## src/rtl/lcd_spi_responder_if.sv

```systemverilog
// -----------------------------------------------------------------------------
// lcd_spi_responder_if
//   Carries the 4-wire SPI LCD link plus the panel reset line. The initiator
//   drives every signal. The panel-side responder only receives them.
//   Signals:
//     lcd_resetn  panel reset, active low
//     lcd_clk     SPI clock, data valid on the rising edge
//     lcd_cs      chip select, active low
//     lcd_rs      0 = command byte, 1 = data/parameter byte
//     lcd_data    serial data, MSB first
// -----------------------------------------------------------------------------
interface lcd_spi_responder_if;
    logic lcd_resetn;
    logic lcd_clk;
    logic lcd_cs;
    logic lcd_rs;
    logic lcd_data;

    modport master (
        output lcd_resetn,
        output lcd_clk,
        output lcd_cs,
        output lcd_rs,
        output lcd_data
    );

    modport slave (
        input lcd_resetn,
        input lcd_clk,
        input lcd_cs,
        input lcd_rs,
        input lcd_data
    );
endinterface

```

## src/rtl/lcd_spi_responder.sv

```systemverilog
// -----------------------------------------------------------------------------
// lcd_spi_responder
//   Panel-side end of a write-only 4-wire SPI LCD link (ST7789 command subset).
//   The link is oversampled in the clk domain, which must run at least 4x
//   lcd_clk. Bytes are framed by lcd_cs and classified by lcd_rs. The module
//   tracks the CASET/RASET window and the RAMWR pointer. It emits one pixel
//   strobe per RGB565 pixel.
//   Ports:
//     clk, reset        system clock; asynchronous active-high reset
//     lcd (slave)       lcd_resetn / lcd_clk / lcd_cs / lcd_rs / lcd_data
//     cmd_valid         1-cycle pulse per command byte; cmd_code holds it
//     pix_valid         1-cycle pulse per pixel, with pix_x / pix_y / pix_data
//     frame_done        pulses with the pixel written at (xe, ye)
//     abort_err         pulses when cs rises mid-byte
//     sleep_out         status bit from 0x11 / 0x10
//     disp_on           status bit from 0x29 / 0x28
//     madctl, colmod    last parameter of 0x36 / 0x3A
// -----------------------------------------------------------------------------
module lcd_spi_responder #(
    parameter int COORD_W = 9,
    parameter int DEF_XE  = 239,
    parameter int DEF_YE  = 319
) (
    input  logic                 clk,
    input  logic                 reset,
    lcd_spi_responder_if.slave   lcd,
    output logic                 cmd_valid,
    output logic [7:0]           cmd_code,
    output logic                 pix_valid,
    output logic [COORD_W-1:0]   pix_x,
    output logic [COORD_W-1:0]   pix_y,
    output logic [15:0]          pix_data,
    output logic                 frame_done,
    output logic                 abort_err,
    output logic                 sleep_out,
    output logic                 disp_on,
    output logic [7:0]           madctl,
    output logic [7:0]           colmod
);

    localparam logic [COORD_W-1:0] XE_RST = COORD_W'(DEF_XE);
    localparam logic [COORD_W-1:0] YE_RST = COORD_W'(DEF_YE);

    typedef enum logic [1:0] {ST_IDLE, ST_PARAM, ST_RAMWR} state_t;

    // Input synchronizers (third clk stage only feeds the edge detector)
    logic clk_s1_q, clk_s2_q, clk_s3_q;
    logic cs_s1_q, cs_s2_q;
    logic rs_s1_q, rs_s2_q;
    logic dat_s1_q, dat_s2_q;
    logic rstn_s1_q, rstn_s2_q;

    // Byte assembly
    logic [2:0]  bit_cnt_q, bit_cnt_d;
    logic [6:0]  shreg_q, shreg_d;
    logic        rs_cap_q, rs_cap_d;
    logic        armed_q, armed_d;
    logic        byte_stb_q, byte_stb_d;
    logic [7:0]  rx_byte_q, rx_byte_d;
    logic        byte_rs_q, byte_rs_d;
    logic        abort_q, abort_d;

    // Decoder
    state_t              state_q, state_d;
    logic [2:0]          pidx_q, pidx_d;
    logic                phase_q, phase_d;
    logic [23:0]         par_q, par_d;
    logic                cmd_valid_q, cmd_valid_d;
    logic [7:0]          cmd_code_q, cmd_code_d;
    logic                sleep_q, sleep_d;
    logic                disp_q, disp_d;
    logic [7:0]          madctl_q, madctl_d;
    logic [7:0]          colmod_q, colmod_d;
    logic [COORD_W-1:0]  xs_q, xs_d, xe_q, xe_d, ys_q, ys_d, ye_q, ye_d;
    logic [COORD_W-1:0]  ptr_x_q, ptr_x_d, ptr_y_q, ptr_y_d;
    logic [7:0]          px_hi_q, px_hi_d, px_lo_q, px_lo_d;
    logic                pix_pend_q, pix_pend_d;

    // Pixel output
    logic                pix_valid_q, pix_valid_d;
    logic [COORD_W-1:0]  pix_x_q, pix_x_d, pix_y_q, pix_y_d;
    logic [15:0]         pix_data_q, pix_data_d;
    logic                frame_done_q, frame_done_d;

    logic        soft_clr;
    logic        sclk_rise;
    logic [15:0] p_start, p_end;

    assign soft_clr  = ~rstn_s2_q;
    assign sclk_rise = clk_s2_q & ~clk_s3_q;
    // Coordinate pair: first three parameter bytes are buffered, fourth is live
    assign p_start   = par_q[23:8];
    assign p_end     = {par_q[7:0], rx_byte_q};

    always_comb begin
        // ---- byte assembly ----
        bit_cnt_d  = bit_cnt_q;
        shreg_d    = shreg_q;
        rs_cap_d   = rs_cap_q;
        armed_d    = armed_q;
        byte_stb_d = 1'b0;
        rx_byte_d  = rx_byte_q;
        byte_rs_d  = byte_rs_q;
        abort_d    = 1'b0;

        if (cs_s2_q) begin
            // Deselect: any partial byte is discarded. A byte interrupted by
            // a reset never reaches here with a nonzero count, so it cannot
            // raise abort.
            armed_d   = 1'b1;
            abort_d   = (bit_cnt_q != 3'd0);
            bit_cnt_d = 3'd0;
        end else if (sclk_rise && armed_q) begin
            shreg_d = {shreg_q[5:0], dat_s2_q};
            if (bit_cnt_q == 3'd0) begin
                rs_cap_d = rs_s2_q;
            end
            if (bit_cnt_q == 3'd7) begin
                byte_stb_d = 1'b1;
                rx_byte_d  = {shreg_q, dat_s2_q};
                byte_rs_d  = rs_cap_q;
                bit_cnt_d  = 3'd0;
            end else begin
                bit_cnt_d = bit_cnt_q + 3'd1;
            end
        end

        // ---- decoder and pixel output ----
        state_d      = state_q;
        pidx_d       = pidx_q;
        phase_d      = phase_q;
        par_d        = par_q;
        cmd_valid_d  = 1'b0;
        cmd_code_d   = cmd_code_q;
        sleep_d      = sleep_q;
        disp_d       = disp_q;
        madctl_d     = madctl_q;
        colmod_d     = colmod_q;
        xs_d         = xs_q;
        xe_d         = xe_q;
        ys_d         = ys_q;
        ye_d         = ye_q;
        ptr_x_d      = ptr_x_q;
        ptr_y_d      = ptr_y_q;
        px_hi_d      = px_hi_q;
        px_lo_d      = px_lo_q;
        pix_pend_d   = 1'b0;
        pix_valid_d  = 1'b0;
        pix_x_d      = pix_x_q;
        pix_y_d      = pix_y_q;
        pix_data_d   = pix_data_q;
        frame_done_d = 1'b0;

        // Pending pixel goes out first, so a RAMWR pointer load from a
        // following command (below) takes priority over this advance.
        if (pix_pend_q) begin
            pix_valid_d  = 1'b1;
            pix_x_d      = ptr_x_q;
            pix_y_d      = ptr_y_q;
            pix_data_d   = {px_hi_q, px_lo_q};
            frame_done_d = (ptr_x_q == xe_q) && (ptr_y_q == ye_q);
            if (ptr_x_q == xe_q) begin
                ptr_x_d = xs_q;
                ptr_y_d = (ptr_y_q == ye_q) ? ys_q : ptr_y_q + 1'b1;
            end else begin
                ptr_x_d = ptr_x_q + 1'b1;
            end
        end

        if (byte_stb_q) begin
            if (!byte_rs_q) begin
                cmd_valid_d = 1'b1;
                cmd_code_d  = rx_byte_q;
                pidx_d      = 3'd0;
                phase_d     = 1'b0;
                state_d     = ST_IDLE;
                case (rx_byte_q)
                    8'h2A, 8'h2B, 8'h36, 8'h3A: state_d = ST_PARAM;
                    8'h2C: begin
                        ptr_x_d = xs_q;
                        ptr_y_d = ys_q;
                        state_d = ST_RAMWR;
                    end
                    8'h10: sleep_d = 1'b0;
                    8'h11: sleep_d = 1'b1;
                    8'h28: disp_d  = 1'b0;
                    8'h29: disp_d  = 1'b1;
                    default: ;
                endcase
            end else begin
                case (state_q)
                    ST_PARAM: begin
                        if (pidx_q < 3'd4) begin
                            pidx_d = pidx_q + 3'd1;
                            par_d  = {par_q[15:0], rx_byte_q};
                            case (cmd_code_q)
                                8'h2A: if (pidx_q == 3'd3) begin
                                    xs_d = p_start[COORD_W-1:0];
                                    xe_d = p_end[COORD_W-1:0];
                                end
                                8'h2B: if (pidx_q == 3'd3) begin
                                    ys_d = p_start[COORD_W-1:0];
                                    ye_d = p_end[COORD_W-1:0];
                                end
                                8'h36: if (pidx_q == 3'd0) madctl_d = rx_byte_q;
                                8'h3A: if (pidx_q == 3'd0) colmod_d = rx_byte_q;
                                default: ;
                            endcase
                        end
                    end
                    ST_RAMWR: begin
                        if (!phase_q) begin
                            px_hi_d = rx_byte_q;
                            phase_d = 1'b1;
                        end else begin
                            px_lo_d    = rx_byte_q;
                            pix_pend_d = 1'b1;
                            phase_d    = 1'b0;
                        end
                    end
                    default: ;
                endcase
            end
        end

        // Panel reset from the initiator clears everything except the
        // synchronizers themselves.
        if (soft_clr) begin
            bit_cnt_d    = 3'd0;
            shreg_d      = 7'd0;
            rs_cap_d     = 1'b0;
            armed_d      = 1'b0;
            byte_stb_d   = 1'b0;
            rx_byte_d    = 8'd0;
            byte_rs_d    = 1'b0;
            abort_d      = 1'b0;
            state_d      = ST_IDLE;
            pidx_d       = 3'd0;
            phase_d      = 1'b0;
            par_d        = 24'd0;
            cmd_valid_d  = 1'b0;
            cmd_code_d   = 8'd0;
            sleep_d      = 1'b0;
            disp_d       = 1'b0;
            madctl_d     = 8'd0;
            colmod_d     = 8'd0;
            xs_d         = '0;
            xe_d         = XE_RST;
            ys_d         = '0;
            ye_d         = YE_RST;
            ptr_x_d      = '0;
            ptr_y_d      = '0;
            px_hi_d      = 8'd0;
            px_lo_d      = 8'd0;
            pix_pend_d   = 1'b0;
            pix_valid_d  = 1'b0;
            pix_x_d      = '0;
            pix_y_d      = '0;
            pix_data_d   = 16'd0;
            frame_done_d = 1'b0;
        end
    end

    always_ff @(posedge clk or posedge reset) begin
        if (reset) begin
            // cs sync starts "selected" so bits are ignored until a real
            // deselect arms the receiver.
            clk_s1_q     <= 1'b0;
            clk_s2_q     <= 1'b0;
            clk_s3_q     <= 1'b0;
            cs_s1_q      <= 1'b0;
            cs_s2_q      <= 1'b0;
            rs_s1_q      <= 1'b0;
            rs_s2_q      <= 1'b0;
            dat_s1_q     <= 1'b0;
            dat_s2_q     <= 1'b0;
            rstn_s1_q    <= 1'b0;
            rstn_s2_q    <= 1'b0;
            bit_cnt_q    <= 3'd0;
            shreg_q      <= 7'd0;
            rs_cap_q     <= 1'b0;
            armed_q      <= 1'b0;
            byte_stb_q   <= 1'b0;
            rx_byte_q    <= 8'd0;
            byte_rs_q    <= 1'b0;
            abort_q      <= 1'b0;
            state_q      <= ST_IDLE;
            pidx_q       <= 3'd0;
            phase_q      <= 1'b0;
            par_q        <= 24'd0;
            cmd_valid_q  <= 1'b0;
            cmd_code_q   <= 8'd0;
            sleep_q      <= 1'b0;
            disp_q       <= 1'b0;
            madctl_q     <= 8'd0;
            colmod_q     <= 8'd0;
            xs_q         <= '0;
            xe_q         <= XE_RST;
            ys_q         <= '0;
            ye_q         <= YE_RST;
            ptr_x_q      <= '0;
            ptr_y_q      <= '0;
            px_hi_q      <= 8'd0;
            px_lo_q      <= 8'd0;
            pix_pend_q   <= 1'b0;
            pix_valid_q  <= 1'b0;
            pix_x_q      <= '0;
            pix_y_q      <= '0;
            pix_data_q   <= 16'd0;
            frame_done_q <= 1'b0;
        end else begin
            clk_s1_q     <= lcd.lcd_clk;
            clk_s2_q     <= clk_s1_q;
            clk_s3_q     <= clk_s2_q;
            cs_s1_q      <= lcd.lcd_cs;
            cs_s2_q      <= cs_s1_q;
            rs_s1_q      <= lcd.lcd_rs;
            rs_s2_q      <= rs_s1_q;
            dat_s1_q     <= lcd.lcd_data;
            dat_s2_q     <= dat_s1_q;
            rstn_s1_q    <= lcd.lcd_resetn;
            rstn_s2_q    <= rstn_s1_q;
            bit_cnt_q    <= bit_cnt_d;
            shreg_q      <= shreg_d;
            rs_cap_q     <= rs_cap_d;
            armed_q      <= armed_d;
            byte_stb_q   <= byte_stb_d;
            rx_byte_q    <= rx_byte_d;
            byte_rs_q    <= byte_rs_d;
            abort_q      <= abort_d;
            state_q      <= state_d;
            pidx_q       <= pidx_d;
            phase_q      <= phase_d;
            par_q        <= par_d;
            cmd_valid_q  <= cmd_valid_d;
            cmd_code_q   <= cmd_code_d;
            sleep_q      <= sleep_d;
            disp_q       <= disp_d;
            madctl_q     <= madctl_d;
            colmod_q     <= colmod_d;
            xs_q         <= xs_d;
            xe_q         <= xe_d;
            ys_q         <= ys_d;
            ye_q         <= ye_d;
            ptr_x_q      <= ptr_x_d;
            ptr_y_q      <= ptr_y_d;
            px_hi_q      <= px_hi_d;
            px_lo_q      <= px_lo_d;
            pix_pend_q   <= pix_pend_d;
            pix_valid_q  <= pix_valid_d;
            pix_x_q      <= pix_x_d;
            pix_y_q      <= pix_y_d;
            pix_data_q   <= pix_data_d;
            frame_done_q <= frame_done_d;
        end
    end

    assign cmd_valid  = cmd_valid_q;
    assign cmd_code   = cmd_code_q;
    assign pix_valid  = pix_valid_q;
    assign pix_x      = pix_x_q;
    assign pix_y      = pix_y_q;
    assign pix_data   = pix_data_q;
    assign frame_done = frame_done_q;
    assign abort_err  = abort_q;
    assign sleep_out  = sleep_q;
    assign disp_on    = disp_q;
    assign madctl     = madctl_q;
    assign colmod     = colmod_q;

endmodule
```

## src/flat_wrapper.sv

```systemverilog
// flat-port wrapper written by rule: the top's interface ports become plain ports
module lcd_spi_responder_flat 
#(
    parameter int COORD_W = 9,
    parameter int DEF_XE  = 239,
    parameter int DEF_YE  = 319
)
  (clk, reset, cmd_valid, cmd_code, pix_valid, pix_x, pix_y, pix_data, frame_done, abort_err, sleep_out, disp_on, madctl, colmod, lcd_lcd_resetn, lcd_lcd_clk, lcd_lcd_cs, lcd_lcd_rs, lcd_lcd_data);
  lcd_spi_responder_if lcd_i ();
  input  logic clk;
  input  logic reset;
  output logic cmd_valid;
  output logic [7:0] cmd_code;
  output logic pix_valid;
  output logic [COORD_W-1:0] pix_x;
  output logic [COORD_W-1:0] pix_y;
  output logic [15:0] pix_data;
  output logic frame_done;
  output logic abort_err;
  output logic sleep_out;
  output logic disp_on;
  output logic [7:0] madctl;
  output logic [7:0] colmod;
  input wire logic [$bits(lcd_i.lcd_resetn)-1:0] lcd_lcd_resetn;
  input wire logic [$bits(lcd_i.lcd_clk)-1:0] lcd_lcd_clk;
  input wire logic [$bits(lcd_i.lcd_cs)-1:0] lcd_lcd_cs;
  input wire logic [$bits(lcd_i.lcd_rs)-1:0] lcd_lcd_rs;
  input wire logic [$bits(lcd_i.lcd_data)-1:0] lcd_lcd_data;
  assign lcd_i.lcd_resetn = lcd_lcd_resetn;
  assign lcd_i.lcd_clk = lcd_lcd_clk;
  assign lcd_i.lcd_cs = lcd_lcd_cs;
  assign lcd_i.lcd_rs = lcd_lcd_rs;
  assign lcd_i.lcd_data = lcd_lcd_data;
  lcd_spi_responder #(.COORD_W(COORD_W), .DEF_XE(DEF_XE), .DEF_YE(DEF_YE)) u_core (.clk(clk), .reset(reset), .lcd(lcd_i), .cmd_valid(cmd_valid), .cmd_code(cmd_code), .pix_valid(pix_valid), .pix_x(pix_x), .pix_y(pix_y), .pix_data(pix_data), .frame_done(frame_done), .abort_err(abort_err), .sleep_out(sleep_out), .disp_on(disp_on), .madctl(madctl), .colmod(colmod));
endmodule
```

## config.mk

```make
export PLATFORM = sky130hd
export DESIGN_NAME = lcd_spi_responder_flat
export DESIGN_NICKNAME = d
export VERILOG_FILES = /design/src/rtl/lcd_spi_responder_if.sv /design/src/rtl/lcd_spi_responder.sv /design/src/flat_wrapper.sv
export SDC_FILE = /design/constraint.sdc
export NUM_CORES = 1
export LEC_CHECK = 0
export BUFFER_PORTS_ARGS = -buffer_cell sky130_fd_sc_hd__clkbuf_2
export CORE_MARGIN = 5
export CORE_UTILIZATION = 54
export CTS_CLUSTER_DIAMETER = 120
export CTS_CLUSTER_SIZE = 28
export DETAILED_ROUTE_END_ITERATION = 8
export PLACE_DENSITY_LB_ADDON = 0.15
export SYNTH_ARGS = -nofsm -noshare
export SYNTH_HDL_FRONTEND = slang
export SYNTH_SLANG_ARGS = --single-unit
```

## constraint.sdc

```tcl
create_clock -name clk -period 5.72 [get_ports clk]
set_input_delay 0.858 -clock clk [delete_from_list [all_inputs] [get_ports clk]]
set_output_delay 0.858 -clock clk [all_outputs]
set_load 0.02 [all_outputs]
```

==> flow_summary.json <==
{
  "holdCritPathClass": "reg -> reg",
  "tns_ps": 0,
  "netlist.area_leader.share_pct": 52.5,
  "firstDrtPassIters": 5,
  "cts_htree_levels": 4,
  "cp_max_fo": 12,
  "synth_area_um2": 8440,
  "drv.max_cap_violation_count": 0,
  "top_layer": "met4",
  "yosys_warnings": 0,
  "place_congestion": 0.922,
  "ys_seq_area_share_pct": 56.8,
  "min_period_ps": 2460,
  "whs_ps": 352,
  "wl_per_cell_um": 17.9,
  "fp.dieArea_um2": 18200,
  "cts_setup_buffers": 0,
  "slew_headroom_pct": 21.5,
  "cts_root_buffer": "clkbuf_16",
  "num-fill-cells": 1272,
  "syn_inst": 769,
  "synth_area_leaders": "dfrtp_1 (52%), mux2i_1 (10%), nand2_1 (5.4%)",
  "synth_top_cell_by_area": "dfrtp_1",
  "start_util_pct": 55.3,
  "vias": 5703,
  "layout-drive-gt1-share_pct": 18.2,
  "totalWireLength_um": 18600,
  "ys_seq_elements": 191,
  "outcome": "finished clean",
  "max_freq_ghz": 0.406,
  "avgSynthCellArea_um2": 11.0,
  "cts_tree": "done",
  "clk_pin_slew_ps": 70,
  "io-pin-count": 71,
  "dpl.hpwl_um": 12500,
  "diodes": 0,
  "antenna_found_initial": 0,
  "fp.coreArea_um2": 15300,
  "numCtsBuffers": 17,
  "synth-main-ff-cell": "dfrtp_1",
  "final_antenna_net_count": 0,
  "portBuffers": 70,
  "yosysUniqueCellTypes": 52,
  "synth_edf_count": 0,
  "leakage_nw": 4.38,
  "slew_violations": 0,
  "vdd_drop_max_mv": 0.214,
  "path_class": "reg -> reg",
  "finalClockSkew_ps": 8.93,
  "syn_nets": 784,
  "hold_viol_final": 0,
  "drt_iter0_drc": 594,
  "power.density_nw_per_um2": 271,
  "fp-row-count": 45,
  "routed-wl-met2_um": 9240,
  "grt_max_degree": 192,
  "track_usage_pct": 21.8,
  "async_flop_share_pct": 100,
  "start_kind": "register",
  "grt_first_pass_wirelength_um": 31200,
  "clock-sinks": 191,
  "met1_length_um": 8350,
  "fin_ws_ps": 3260,
  "vias_per_cell": 5.48,
  "post-route-period-util_pct": 43.1,
  "finalSetupViolCount": 0,
  "die_h_um": 135,
  "rsz0062_at_grt": "false",
  "clk_path_buf_depth": 2,
  "worstSetupEndpointType": "register",
  "tightest_slew_ps": 1170,
  "final_area_um2": 9470,
  "dr_wl_met3_um": 696,
  "clk_latency_ps": 430,
  "grt_pass1_vias": 5834,
  "area_growth_pct": 12.2,
  "drcViolationCount": 0,
  "die_w_um": 135,
  "worst_ep_required_time_ps": 6050,
  "dp_worst_setup_slack_ps": 3330,
  "cts_hold_buf": 0,
  "ctsResizeCount": 0,
  "placed_area_um2": 8900,
  "overflow": 0,
  "fin_nets": 832,
  "arrival_ps": 2790
}
worst max-delay path, cell delays in order, from the launching register on:
cell and delay (ps):
dfrtp_1 510, nor2b_1 230, and4_1 340, a31oi_1 900
nor2_1 140, a211oi_2 250
stage by stage:
stage | power, mW | std cells | util [%]
finish | 2.57 | 1041 | 62.1
detailed placement | 1.45 | 1009 | 58.3
global route | 2.66 | 1041 | 62.1
CTS | 2.60 | 1041 | 62.1
global placement | 1.44 | 1009 | 58.3
floorplan | 1.43 | 769 | -
cell families (layout without fill, tap and decap cells):
group           Yosys count  after routing  share of synthesized area (%)
compound gates           82             82                           6.24
xor+xnor                 30             30                           3.11
fa+ha+maj                 8              8                           1.19
buf+inv                  55            116                           2.89
flops                   191            191                           56.8
mux                     113            113                           13.8
simple gates            290            290                           16.0
sequential cells by signal (all words and copies together) (netlist names), 2 cells and up:
name              cells
u_core.rx_byte_q      8
u_core.bit_cnt_q      3
u_core.ye_q           9
u_core.colmod         8
u_core.madctl         8
u_core.par_q         17
u_core.pix_y          9
u_core.cmd_code       8
u_core.pidx_q         3
u_core.state_q        2
u_core.xe_q           9
u_core.shreg_q        7
u_core.pix_data      16
u_core.ys_q           9
u_core.ptr_y_q        9
u_core.pix_x          9
u_core.px_lo_q        8
u_core.px_hi_q        8
u_core.ptr_x_q        9
u_core.xs_q           9
metal layers:
metal | vias to the layer above | track usage [%]
met1 | 2873 | 30.6
met3 | 18 | 3.91
met4 | 0 | 7.17
met5 | - | 0
li1 | 2677 | -
met2 | 135 | 34.5
area by class of cell:
class | count | area (um^2) | share of cell area (%)
sequential | 191 | 4800 | 50.7
inverter | 9 | 38.8 | 0.410
tap | 211 | 264 | 2.79
clock buffer | 22 | 454 | 4.80
multi-input combinational | 523 | 3400 | 35.9
timing repair buffer | 75 | 400 | 4.23
clock inverter | 10 | 114 | 1.20
synth_stat cells (4+ instances only):
cell type	number
nor3b_1	4
nor2_1	99
mux2i_1	88
buf_2	8
and2_1	11
mux2_2	10
clkbuf_1	33
ha_1	8
nand2b_1	7
nand2_1	121
a21oi_1	52
and3_1	7
o21ai_1	4
dfrtp_1	177
nand4_1	8
dfstp_2	14
o21ai_0	6
inv_1	9
nand3_1	8
a211oi_2	4
xor2_1	11
xnor2_1	19
mux2_1	15
worst paths after layout:
kind                                          start                end  slack [ps]  cells after the start
worst max-delay path            u_core.rx_byte_q[3]  u_core.ptr_y_q[6]        3260                      5
worst min-delay path                 u_core.cs_s1_q     u_core.cs_s2_q         350                      0
worst max register to register  u_core.rx_byte_q[3]  u_core.ptr_y_q[6]        3260                      5
worst min register to register       u_core.cs_s1_q     u_core.cs_s2_q         350                      0
max in group asynchronous                     reset  u_core.pix_pend_q        4200                      3
min in group asynchronous                     reset    u_core.pix_y[8]         690                      3
layout by cell type (no fill, tap or decap), types with 3 or more instances in the layout:
cell	instances
or2_2	3
a21oi_1	52
xnor2_1	19
nand2_1	121
inv_1	7
mux2i_1	88
and3_1	7
clkinv_2	4
dfrtp_1	176
and2_1	11
mux2_2	10
dfstp_2	14
clkbuf_1	4
mux2_1	15
ha_1	8
a211oi_2	4
and4_1	3
nor2b_1	3
clkbuf_2	70
xor2_1	11
nand2b_1	7
buf_4	4
nand3_1	8
clkinvlp_4	5
nor3b_1	4
o21ai_1	4
o21ai_0	6
nor2_1	99
clkbuf_16	17
nor3_1	3
nand4_1	8
report_power, final:
part           internal, mW  switching [mW]
clock network         0.654           0.494
logic               0.00930          0.0510
registers              1.36         0.00208
total                  2.02           0.548
Power figures use the tool's default switching activity.
